===== src/rtl/i2c_req_arbiter.sv =====
// i2c_req_arbiter: round-robin arbiter sharing one I2C master between NUM_REQ requesters
//   clk, rst            : clock, asynchronous active-high reset
//   req_*               : per-requester command (valid/wr/dev/addr/data/dbytes), req_ready accept pulse
//   rsp_*               : one-hot completion pulse plus rdata/err/timeout, held until next response
//   i2c_en..valid_d_bytes, i2c_rx_data, i2c_transfer_end, err_flag : master command/status interface
//   busy, grant_id, timeout_cnt : status
module i2c_req_arbiter #(
    parameter int          NUM_REQ        = 3,
    parameter logic [23:0] TIMEOUT_CYCLES = 24'hFF_FFFF,
    parameter logic [15:0] GAP_CYCLES     = 16'd256
) (
    input  logic                   clk,
    input  logic                   rst,
    input  logic [NUM_REQ-1:0]     req_valid,
    input  logic [NUM_REQ-1:0]     req_wr,
    input  logic [7*NUM_REQ-1:0]   req_dev,
    input  logic [16*NUM_REQ-1:0]  req_addr,
    input  logic [16*NUM_REQ-1:0]  req_data,
    input  logic [2*NUM_REQ-1:0]   req_dbytes,
    output logic [NUM_REQ-1:0]     req_ready,
    output logic [NUM_REQ-1:0]     rsp_valid,
    output logic [15:0]            rsp_rdata,
    output logic                   rsp_err,
    output logic                   rsp_timeout,
    output logic                   i2c_en,
    output logic                   write_flag,
    output logic [6:0]             device_id,
    output logic [15:0]            i2c_reg_addr,
    output logic [15:0]            i2c_tx_data,
    output logic [1:0]             valid_d_bytes,
    input  logic [15:0]            i2c_rx_data,
    input  logic                   i2c_transfer_end,
    input  logic                   err_flag,
    output logic                   busy,
    output logic [2:0]             grant_id,
    output logic [15:0]            timeout_cnt
);
    typedef enum logic [2:0] {IDLE, LAUNCH, WAIT_END, RESP, GAP} state_t;
    localparam logic [NUM_REQ-1:0] ONE = 1;
    state_t      state;
    logic [2:0]  rr_ptr, win;
    logic [23:0] wd;
    logic [15:0] gc, rx_cap;
    logic        err_l, to_l;
    logic        sel_wr;
    logic [6:0]  sel_dev;
    logic [15:0] sel_addr, sel_data;
    logic [1:0]  sel_nb;
    int          d, best;
    // Winner is the valid requester with the smallest wrapped distance from rr_ptr.
    always_comb begin
        win = '0;
        best = NUM_REQ;
        d = 0;
        sel_wr = 1'b0;
        sel_dev = '0;
        sel_addr = '0;
        sel_data = '0;
        sel_nb = '0;
        for (int k = 0; k < NUM_REQ; k++) begin
            d = (k + NUM_REQ - int'(rr_ptr)) % NUM_REQ;
            if (req_valid[k] && d < best) begin
                best = d;
                win = 3'(k);
                sel_wr = req_wr[k];
                sel_dev = req_dev[7*k +: 7];
                sel_addr = req_addr[16*k +: 16];
                sel_data = req_data[16*k +: 16];
                sel_nb = req_dbytes[2*k +: 2];
            end
        end
    end
    always_ff @(posedge clk or posedge rst) begin
        if (rst) begin
            state <= IDLE;
            rr_ptr <= '0;
            wd <= '0;
            gc <= '0;
            rx_cap <= '0;
            err_l <= 1'b0;
            to_l <= 1'b0;
            req_ready <= '0;
            rsp_valid <= '0;
            rsp_rdata <= '0;
            rsp_err <= 1'b0;
            rsp_timeout <= 1'b0;
            i2c_en <= 1'b0;
            write_flag <= 1'b0;
            device_id <= '0;
            i2c_reg_addr <= '0;
            i2c_tx_data <= '0;
            valid_d_bytes <= '0;
            busy <= 1'b0;
            grant_id <= '0;
            timeout_cnt <= '0;
        end else begin
            req_ready <= '0;
            rsp_valid <= '0;
            i2c_en <= 1'b0;
            case (state)
                IDLE: if (|req_valid) begin
                    grant_id <= win;
                    req_ready <= ONE << win;
                    i2c_en <= 1'b1;
                    write_flag <= sel_wr;
                    device_id <= sel_dev;
                    i2c_reg_addr <= sel_addr;
                    i2c_tx_data <= sel_data;
                    valid_d_bytes <= sel_nb;
                    busy <= 1'b1;
                    state <= LAUNCH;
                end
                LAUNCH: begin
                    err_l <= 1'b0;
                    to_l <= 1'b0;
                    wd <= '0;
                    state <= WAIT_END;
                end
                WAIT_END: begin
                    wd <= wd + 24'd1;
                    err_l <= err_l | err_flag;
                    // wd + 1 counts the current cycle; transfer_end takes priority over expiry
                    if (i2c_transfer_end) begin
                        rx_cap <= i2c_rx_data;
                        state <= RESP;
                    end else if (wd + 24'd1 == TIMEOUT_CYCLES - 24'd1) begin
                        to_l <= 1'b1;
                        timeout_cnt <= timeout_cnt + {15'd0, timeout_cnt != 16'hFFFF};
                        state <= RESP;
                    end
                end
                RESP: begin
                    rsp_valid <= ONE << grant_id;
                    rsp_rdata <= to_l ? 16'd0 : rx_cap;
                    rsp_err <= err_l;
                    rsp_timeout <= to_l;
                    rr_ptr <= (grant_id == 3'(NUM_REQ - 1)) ? 3'd0 : grant_id + 3'd1;
                    gc <= '0;
                    busy <= GAP_CYCLES != 16'd0;
                    state <= (GAP_CYCLES == 16'd0) ? IDLE : GAP;
                end
                GAP: if (gc == GAP_CYCLES - 16'd1) begin
                    busy <= 1'b0;
                    state <= IDLE;
                end else gc <= gc + 16'd1;
                default: state <= IDLE;
            endcase
        end
    end
endmodule


===== config.mk =====
export PLATFORM = sky130hd
export DESIGN_NAME = i2c_req_arbiter
export DESIGN_NICKNAME = d
export VERILOG_FILES = /design/src/rtl/i2c_req_arbiter.sv
export SDC_FILE = /design/constraint.sdc
export NUM_CORES = 1
export LEC_CHECK = 0
export BUFFER_PORTS_ARGS = -buffer_cell sky130_fd_sc_hd__clkbuf_2
export CELL_PAD_IN_SITES_DETAIL_PLACEMENT = 1
export CELL_PAD_IN_SITES_GLOBAL_PLACEMENT = 1
export CORE_MARGIN = 3
export CORE_UTILIZATION = 42
export DETAILED_ROUTE_END_ITERATION = 16
export GPL_TIMING_DRIVEN = 0
export PLACE_DENSITY = 0.88
export RECOVER_POWER = 25
export SLEW_MARGIN = 25
export SYNTH_ARGS = -nofsm -noshare
export SYNTH_HDL_FRONTEND = slang
export SYNTH_SLANG_ARGS = --single-unit

===== constraint.sdc =====
create_clock -name clk -period 12.2 [get_ports clk]
set_input_delay 2.44 -clock clk [delete_from_list [all_inputs] [get_ports clk]]
set_output_delay 2.44 -clock clk [all_outputs]
set_load 0.005 [all_outputs]

# Word level (Yosys, flattened, before mapping)
# Index checks and enable logic that the tools add are counted.
[totals]
reg_bits = 151
input_bits = 149
out_inout_bits = 87
elab_cells = 108
[classes]
n_addsub = 7
n_div = 3
magnitude_cmp = 3
eq_ne = 14
shift = 2
mux = 41
n_bitwise = 2
reduce_logical = 15
[ops]
columns = ["op", "n"]
rows = [
  ["16-bit 2-to-1 mux", 8],
  ["32-bit by 3-bit remainder unit with 32-bit output (second input constant)", 3],
  ["32-bit < comparator", 2],
  ["32-bit 2-to-1 mux", 2],
  ["24-bit case mux with 2 select lines", 1],
  ["32-bit by 3-bit < comparator with 1-bit output (second input constant)", 1],
  ["16-bit case mux with 2 select lines", 1],
  ["3-bit 2-to-1 mux", 9],
  ["24-bit by 1-bit adder with 24-bit output (second input constant)", 1],
  ["24-bit equality test (second input constant)", 1],
  ["7-bit 2-to-1 mux", 3],
  ["16-bit by 1-bit adder with 16-bit output", 1],
  ["16-bit by 1-bit adder with 16-bit output (second input constant)", 1],
  ["16-bit by 8-bit equality test with 1-bit output (second input constant)", 1],
  ["16-bit inequality test (second input constant)", 1],
  ["3-bit case mux with 5 select lines", 1],
  ["3-bit AND reduction", 4],
  ["1-bit 2-to-1 mux", 10],
  ["2-bit inequality test (second input constant)", 5],
  ["3-bit by 2-bit equality test with 1-bit output (second input constant)", 3],
  ["3-bit by 3-bit subtractor with 4-bit output (first input constant)", 2],
  ["2-bit 2-to-1 mux", 3],
  ["2-bit AND reduction", 3],
  ["1-bit by 3-bit left shift with 3-bit output (first input constant)", 2],
  ["14 further kinds", 18],
]

# Logic depth before layout (Yosys ltp)
# Gate-level depths: netlist (run 1).
[logic_depth]
word_depth = 14
depth_mapped = 51
depth_no_buf = 42

# Worst setup path after synthesis (run 1)
# No wires, ideal clock.
[synth_path]
path_type = "register to register"
from = "register rr_ptr[0]"
to = "register device_id[0]"
setup_ns = 0.127
arrival_time_ns = 10.295
t_required_ns = 12.073
path_slack_ns = 1.778
path_stages_with_launch = 51
n_path_buf = 8
synth_period_minus_slack_ns = 10.422
cell_sequence = "dfrtp_1 -> buf_4 -> clkinv_1 -> ha_1 -> or3b_1 -> nor2_1 -> ha_1 -> clkbuf_1 -> xor2_1 -> ha_1 -> clkbuf_1 -> nor2_1 -> o21ai_1 -> nor2_1 -> xnor2_1 -> ha_1 -> a31oi_1 -> o41ai_1 -> (+15 left out) -> o21ai_0 -> o41ai_4 -> buf_4 -> nor2_2 -> buf_2 -> a21oi_1 -> ha_1 -> nand4_1 -> nor2_1 -> nand3_1 -> or3_1 -> a32oi_1 -> nand3b_1 -> a2bb2oi_1 -> o41ai_4 -> buf_6 -> a311oi_1 -> o21ai_1"
[synth_between]
elab_chain_cells = 11
elab_cells_between_ends = 17
[synth_rtl]
columns = ["element", "line", "source"]
rows = [
  ["start: declaration", "41", "logic [2:0] rr_ptr, win;"],
  ["start signal: assignment", "137", "rr_ptr <= (grant_id == 3'(NUM_REQ - 1)) ? 3'd0 : grant_id + 3'd1;"],
  ["2-bit by 3-bit subtractor with 4-bit output", "61", "d = (k + NUM_REQ - int'(rr_ptr)) % NUM_REQ;"],
  ["32-bit by 3-bit remainder unit with 32-bit output", "61", ""],
  ["32-bit by 3-bit < comparator with 1-bit output", "62", "if (req_valid[k] && d < best) begin"],
  ["1-bit logical AND", "62", ""],
  ["32-bit 2-to-1 mux", "62", ""],
  ["32-bit < comparator", "62", ""],
  ["1-bit logical AND", "62", ""],
  ["32-bit 2-to-1 mux", "62", ""],
  ["32-bit < comparator", "62", ""],
  ["1-bit logical AND", "62", ""],
  ["7-bit 2-to-1 mux (*)", "62", ""],
  ["end signal: assignment", "106", "device_id <= sel_dev;"],
  ["end: declaration", "27", "output logic [6:0] device_id,"],
]
# Every way passes the cells marked *; elsewhere a longest branch is shown, timed or not.
# A chain may end at the register's enable or synchronous reset.

# Final worst setup path (run 1)
[layout_path]
from = "register rr_ptr[0]"
to = "register i2c_reg_addr[4]"
[layout_between]
elab_chain_cells = 11
elab_cells_between_ends = 17
[layout_rtl]
columns = ["element", "line", "source"]
rows = [
  ["2-bit by 3-bit subtractor with 4-bit output", "61", ""],
  ["32-bit by 3-bit remainder unit with 32-bit output", "61", ""],
  ["32-bit by 3-bit < comparator with 1-bit output", "62", ""],
  ["1-bit logical AND", "62", ""],
  ["32-bit 2-to-1 mux", "62", ""],
  ["32-bit < comparator", "62", ""],
  ["1-bit logical AND", "62", ""],
  ["32-bit 2-to-1 mux", "62", ""],
  ["32-bit < comparator", "62", ""],
  ["1-bit logical AND", "62", ""],
  ["16-bit 2-to-1 mux (*)", "62", ""],
  ["end signal: assignment", "107", "i2c_reg_addr <= sel_addr;"],
  ["end: declaration", "28", "output logic [15:0] i2c_reg_addr,"],
]
# Marked as above.

==> results.md, run 1 <==
* IO Port Bufs at 234
* DR pass1 iterations at 5
* WP buf/inv at 10
* Clk Latency, worst-skew pair at 440 ps
* # clock sinks at 150
* HP Start: timeout_cnt[13]
* DRC viols at 0
* Yosys warning count at 0
* FF-to-FF Start: rr_ptr[0]
* Mean post-synth cell area at 8.31 um^2
* Synth Register Bits at 150
* Root Buffer: clkbuf_16
* Core Util, Final at ~52%
* Synthesis-to-finish area growth at 20.1%
* Yosys top cell area share at between 30% and 40%
* I/O pin cnt at between 200 and 250
* CTS buffer count at 17
* Initial antenna violation count at 0
* Startpoint Class: flip-flop
* Die ar. at between 30000 and 40000 um^2
* Syn Std Cell Area at around 12000 um^2
* Rows at 61
* EDFF count, synth at 0
* Critical path's slowest cell: or4b_2
* Clock Path Buffers at 2
* DR vias at 12.7k
* Commonest non-fill, non-tap cell in the layout: clkbuf_2
* CP max FO at 11
* Final Max Slew Viols at 76
* Nets at approximately 2.0k
* Total GRT Usage at 27.4%
* Seq/Total Area, Yosys at 30.9%
* Placed Cells at ~2.1k
* DR vias/cell at around 6.0
* Post-Route WL at 44000 um
* Crit path required time at 12500 ps
* Share of cells above drive strength 1 at 23.0%
* Critical path's top delay family: simple AND/OR/NAND/NOR gates
* First-pass GRT wire length at 69500 um
* Fin. Hold Viols at 0
* Hold path cells at 1
* Commonest cells after routing, fill and taps aside: clkbuf_2, nand2_1, dfrtp_1
* Max Cap Viol at 1
* Final setup viols at 0
* Distinct cells, synth at 97
* FF/Latch Area at about 3800 um^2
* Crit path kind: flip-flop to flip-flop
* CTS tree: built
* Cell taking the most area after synthesis: dfrtp_1
* Post-Syn Nets at 1698
* Met3 usage at slightly below 5%
* Slew margin rel. at -138%
* Tcrit/Tclk final at 95.7%
* CP arrival at around 12000 ps
* GRT busiest layer: met2
* Peak Freq at 85.6 MHz
* Final min period at 11680 ps
* Die H at 176 um
* Failing checks: capacitance limit, slew limit
* WL per Instance at 20.8 um
* Ant. Diodes at 0
* Clk pin slew, worst setup/hold paths at 70 ps
* Initial Util at 43.2%
* CP Depth at between 50 and 60
* Htree depth at 4
* Core area at 28200 um^2
* Filler cell count at around 3.5k
* Flop2flop setup slack at 520 ps
* CP max stage delay at 710 ps
* Largest net degree at the start of global routing at 77
* Vias in the first global route at roughly 13k
* Routed Antenna Nets at 0
* Grt met1 use at between 30% and 40%
* Multi-input gate area at 7850 um^2
* Die W at 176 um
* CP startpoint: rr_ptr[0]
* Status: finished with violations
* Synth Instances at 1463
* Final std cells w/o fill at 2111
* Crit. End Element: flip-flop
* Post-synth top flop: dfrtp_1
* FFs w/ async S/R, synth at 100%
* Gpl congestion at 0.913
* DRT iter0 DRCs at 831
* R2r endpoint: i2c_reg_addr[4]
* Clk_skew at 11.3 ps
* End of the worst hold path: timeout_cnt[13]
* DP Wirelength at 32000 um
* Worst hold path type: flip-flop to flip-flop
* Worst-Margin Slew at around 3500 ps
* GR Overflow Total at 0
* Met2 Use GR at between 40% and 50%
* Reg2reg path depth at 51
* Top cells by area, synth: dfrtp_1, ha_1, nand2_1
synth_stat cells, types with 34 or more instances:
cell type,number
dfrtp_1,150
ha_1,86
and2_1,55
nand3_1,52
clkbuf_1,61
nand2_1,198
a311oi_1,44
a21oi_1,69
xnor2_1,35
o21ai_1,91
o21ai_0,92
xor2_1,34
inv_1,37
nor2_1,69
sequential cells by signal (all words and copies together) (netlist names), 7 cells and up:
register	flops
timeout_cnt	16
wd	24
i2c_tx_data	16
i2c_reg_addr	16
rsp_rdata	16
rx_cap	16
device_id	7
gc	16
per-stage QoR:
| stage | worst slack (ps) | instance area [um^2] | hold WS (ps) | setup TNS, ps |
|---|---|---|---|---|
| final | 524 | 14600 | 486 | 0 |
| after global routing | -120 | 14600 | 507 | -1710 |
| after CTS | 2.56 | 14500 | 491 | 0 |
| after detailed placement | -648 | 13800 | 465 | -22090 |
| after global placement | -395 | 13800 | 451 | -10270 |
| after floorplan | 1780 | 12200 | 455 | 0 |
timing repair:
action | 4_1_cts | 5_1_grt
resized for setup | 10 | 26
hold buffers | 0 | 0
setup buffers | 1 | 3
pin swaps | 0 | 2
endpoints found under the setup margin | 47 | 47
worst reg2reg max path: cells and delay by family (launching register included):
kind	cells	cell delay [ps]
AND/OR/NAND/NOR	17	4220
AO/OA/AOI/OAI	15	2460
buffers and inverters	10	2020
adder cells (fa/ha/maj)	7	2000
flip-flops	1	430
XOR/XNOR	2	410
final cells by class:
type,count,share of cell area [%]
timing repair buffer,239,8.50
clock inverter,15,1.34
sequential,150,25.7
multi-input combinational,1170,53.8
buffer,104,3.55
tap,378,3.24
inverter,38,0.994
clock buffer,17,2.91
worst max path at each step:
stage,to
2_1_floorplan,device_id[0]
3_3_place_gp,i2c_tx_data[5]
3_5_place_dp,i2c_tx_data[5]
4_1_cts,device_id[4]
5_1_grt,i2c_reg_addr[14]
6_report,i2c_reg_addr[4]
routing by layer:
metal	vias up	share of wire (%)
met3	149	5.2
met1	6312	41
met5	-	0
li1	5818	-
met4	0	4.4
met2	448	50
kinds of logic after synthesis:
| logic type | Yosys count | share of synthesized area, % |
|---|---|---|
| multiplexers | 43 | 3.80 |
| flip-flops | 150 | 30.9 |
| AND/OR/NAND/NOR | 547 | 23.2 |
| adder cells (fa/ha/maj) | 86 | 8.85 |
| buffers and inverters | 143 | 5.34 |
| XOR/XNOR | 70 | 5.10 |
| AO/OA/AOI/OAI | 423 | 22.8 |
| other | 1 | 0.0308 |
Power of run 1 is not shown: default switching activity piles up to over one toggle a cycle in this logic, so the estimate is an artifact.
==> run 2: changes to the inputs <==
--- a/config.mk
+++ b/config.mk
@@ -12,6 +12,7 @@
 export CORE_UTILIZATION = 42
 export DETAILED_ROUTE_END_ITERATION = 16
 export GPL_TIMING_DRIVEN = 0
+export MAX_ROUTING_LAYER = met4
 export PLACE_DENSITY = 0.88
 export RECOVER_POWER = 25
 export SLEW_MARGIN = 25
==> results.md, run 2 (synthesized netlist as in run 1, its figures left out) <==
* Core area at 28200 um^2
* Clock Path Buffers at 2
* Peak Freq at 86.4 MHz
* Tcrit/Tclk final at 94.9%
* Commonest non-fill, non-tap cell in the layout: clkbuf_2
* Gpl congestion at 0.905
* Clk Latency, worst-skew pair at 460 ps
* Commonest cells after routing, fill and taps aside: clkbuf_2, nand2_1, dfrtp_1
* Final setup viols at 0
* Critical path's most frequent cell: nor2_1
* Slew margin rel. at -68.7%
* DR vias/cell at about 6.0
* Nets at 1959
* GR Overflow Total at 0
* Largest net degree at the start of global routing at 98
* R2r endpoint: i2c_tx_data[5]
* DP Wirelength at 32400 um
* Post-Route WL at 44900 um
* Reg2reg path depth at 52
* Clk pin slew, worst setup/hold paths at approximately 80 ps
* Flop2flop setup slack at slightly above 600 ps
* First-pass GRT wire length at 71200 um
* Vias in the first global route at 13.5k
* CTS tree: built
* Status: finished with violations
* CP max stage delay at 710 ps
* WL per Instance at 21.2 um
* CTS buffer count at 17
* Final min period at 11580 ps
* FF-to-FF Start: rr_ptr[1]
* Root Buffer: clkbuf_16
* Htree depth at 4
* Die ar. at 31000 um^2
* Critical path destination: i2c_tx_data[5]
* Hold Buf Count CTS at 0
* DRT iter0 DRCs at roughly 970
* Max FFs per register at 24
* Worst-Margin Slew at 2520 ps
* Crit. End Element: flip-flop
* Die W at between 150 and 200 um
* Initial Util at 43.2%
* Share of cells above drive strength 1 at between 20% and 30%
* Crit path required time at 12530 ps
* Max Cap Viol at 1
* Core Util, Final at 52.0%
* Startpoint Class: flip-flop
* Critical path's slowest cell: or4b_2
* WP buf/inv at 12
* Filler cell count at 3459
* IO Port Bufs at 234
* I/O pin cnt at 236
* Clk_skew at 17.2 ps
* DR vias at 12.7k
* Routed Antenna Nets at 0
* Synthesis-to-finish area growth at 20.3%
* Fin. Hold Viols at 0
* CP Depth at 52
* Total GRT Usage at 29.1%
* Min Hold Slack at 474 ps
* # clock sinks at 150
* DR pass1 iterations at 5
* Most flops, register: wd
* Initial antenna violation count at 1
* Failing checks: capacitance limit, slew limit
* Worst hold path type: flip-flop to flip-flop
* Critical path's top delay family: simple AND/OR/NAND/NOR gates
* Die H at ~180 um
* CP startpoint: rr_ptr[1]
* Rows at 61
* Crit path kind: flip-flop to flip-flop
* Final Max Slew Viols at 54
* CP arrival at 11900 ps
* DRC viols at 0
* CP max FO at 10
* HP Start: rsp_rdata[5]
-- run 2: timing repair --
item | in CTS | in global routing
endpoints found under the hold margin | 0 | 0
setup endpoints to repair | 47 | 47
resized for setup | 8 | 28
pin swaps | 1 | 2
setup buffers | 3 | 5
-- run 2: metal layers --
metal  wire, um  track usage, %  vias to the layer above  part of all wire (%)
li1           -               -                     5843                     -
met4       1840            12.4                        0                   4.1
met3       2350            4.39                      132                   5.2
met5          0               -                        -                     0
met2      22600            49.8                      424                    50
met1      18100            34.1                     6328                    40
-- run 2: worst min path at each step --
stage / depth (start not counted) / to / slack (ps)
2_1_floorplan: 2 / rsp_err / 460
3_3_place_gp: 2 / rsp_rdata[5] / 450
3_5_place_dp: 2 / rsp_rdata[5] / 460
4_1_cts: 2 / rsp_rdata[5] / 480
5_1_grt: 2 / rsp_err / 500
6_report: 2 / rsp_rdata[5] / 470
-- run 2: worst min-delay path: stages, from the launching register on --
cell     delay (ps)
dfrtp_1         350
nand2_1          50
nand2_1          50
-- run 2: layout make-up --
type | count | area, um^2 | share of cell area, %
multi-input combinational | 1170 | 7850 | 53.7
sequential | 150 | 3760 | 25.7
timing repair buffer | 243 | 1260 | 8.59
buffer | 104 | 517 | 3.53
tap | 378 | 473 | 3.23
clock buffer | 17 | 425 | 2.91
clock inverter | 15 | 200 | 1.37
inverter | 38 | 146 | 1.00
antenna | 1 | 2.50 | 0.0171
-- run 2: stage by stage --
stage                     cell area, um^2  std cells  setup TNS (ps)  worst slack, ps
after floorplan                     12200       1463               0             1780
after global placement              13800       2075           -9650             -365
after detailed placement            13800       2076          -27880             -692
after CTS                           14500       2110               0             4.08
after global routing                14600       2116            -971            -74.8
final                               14600       2116               0              622
Power of run 2 is left out for the same reason.
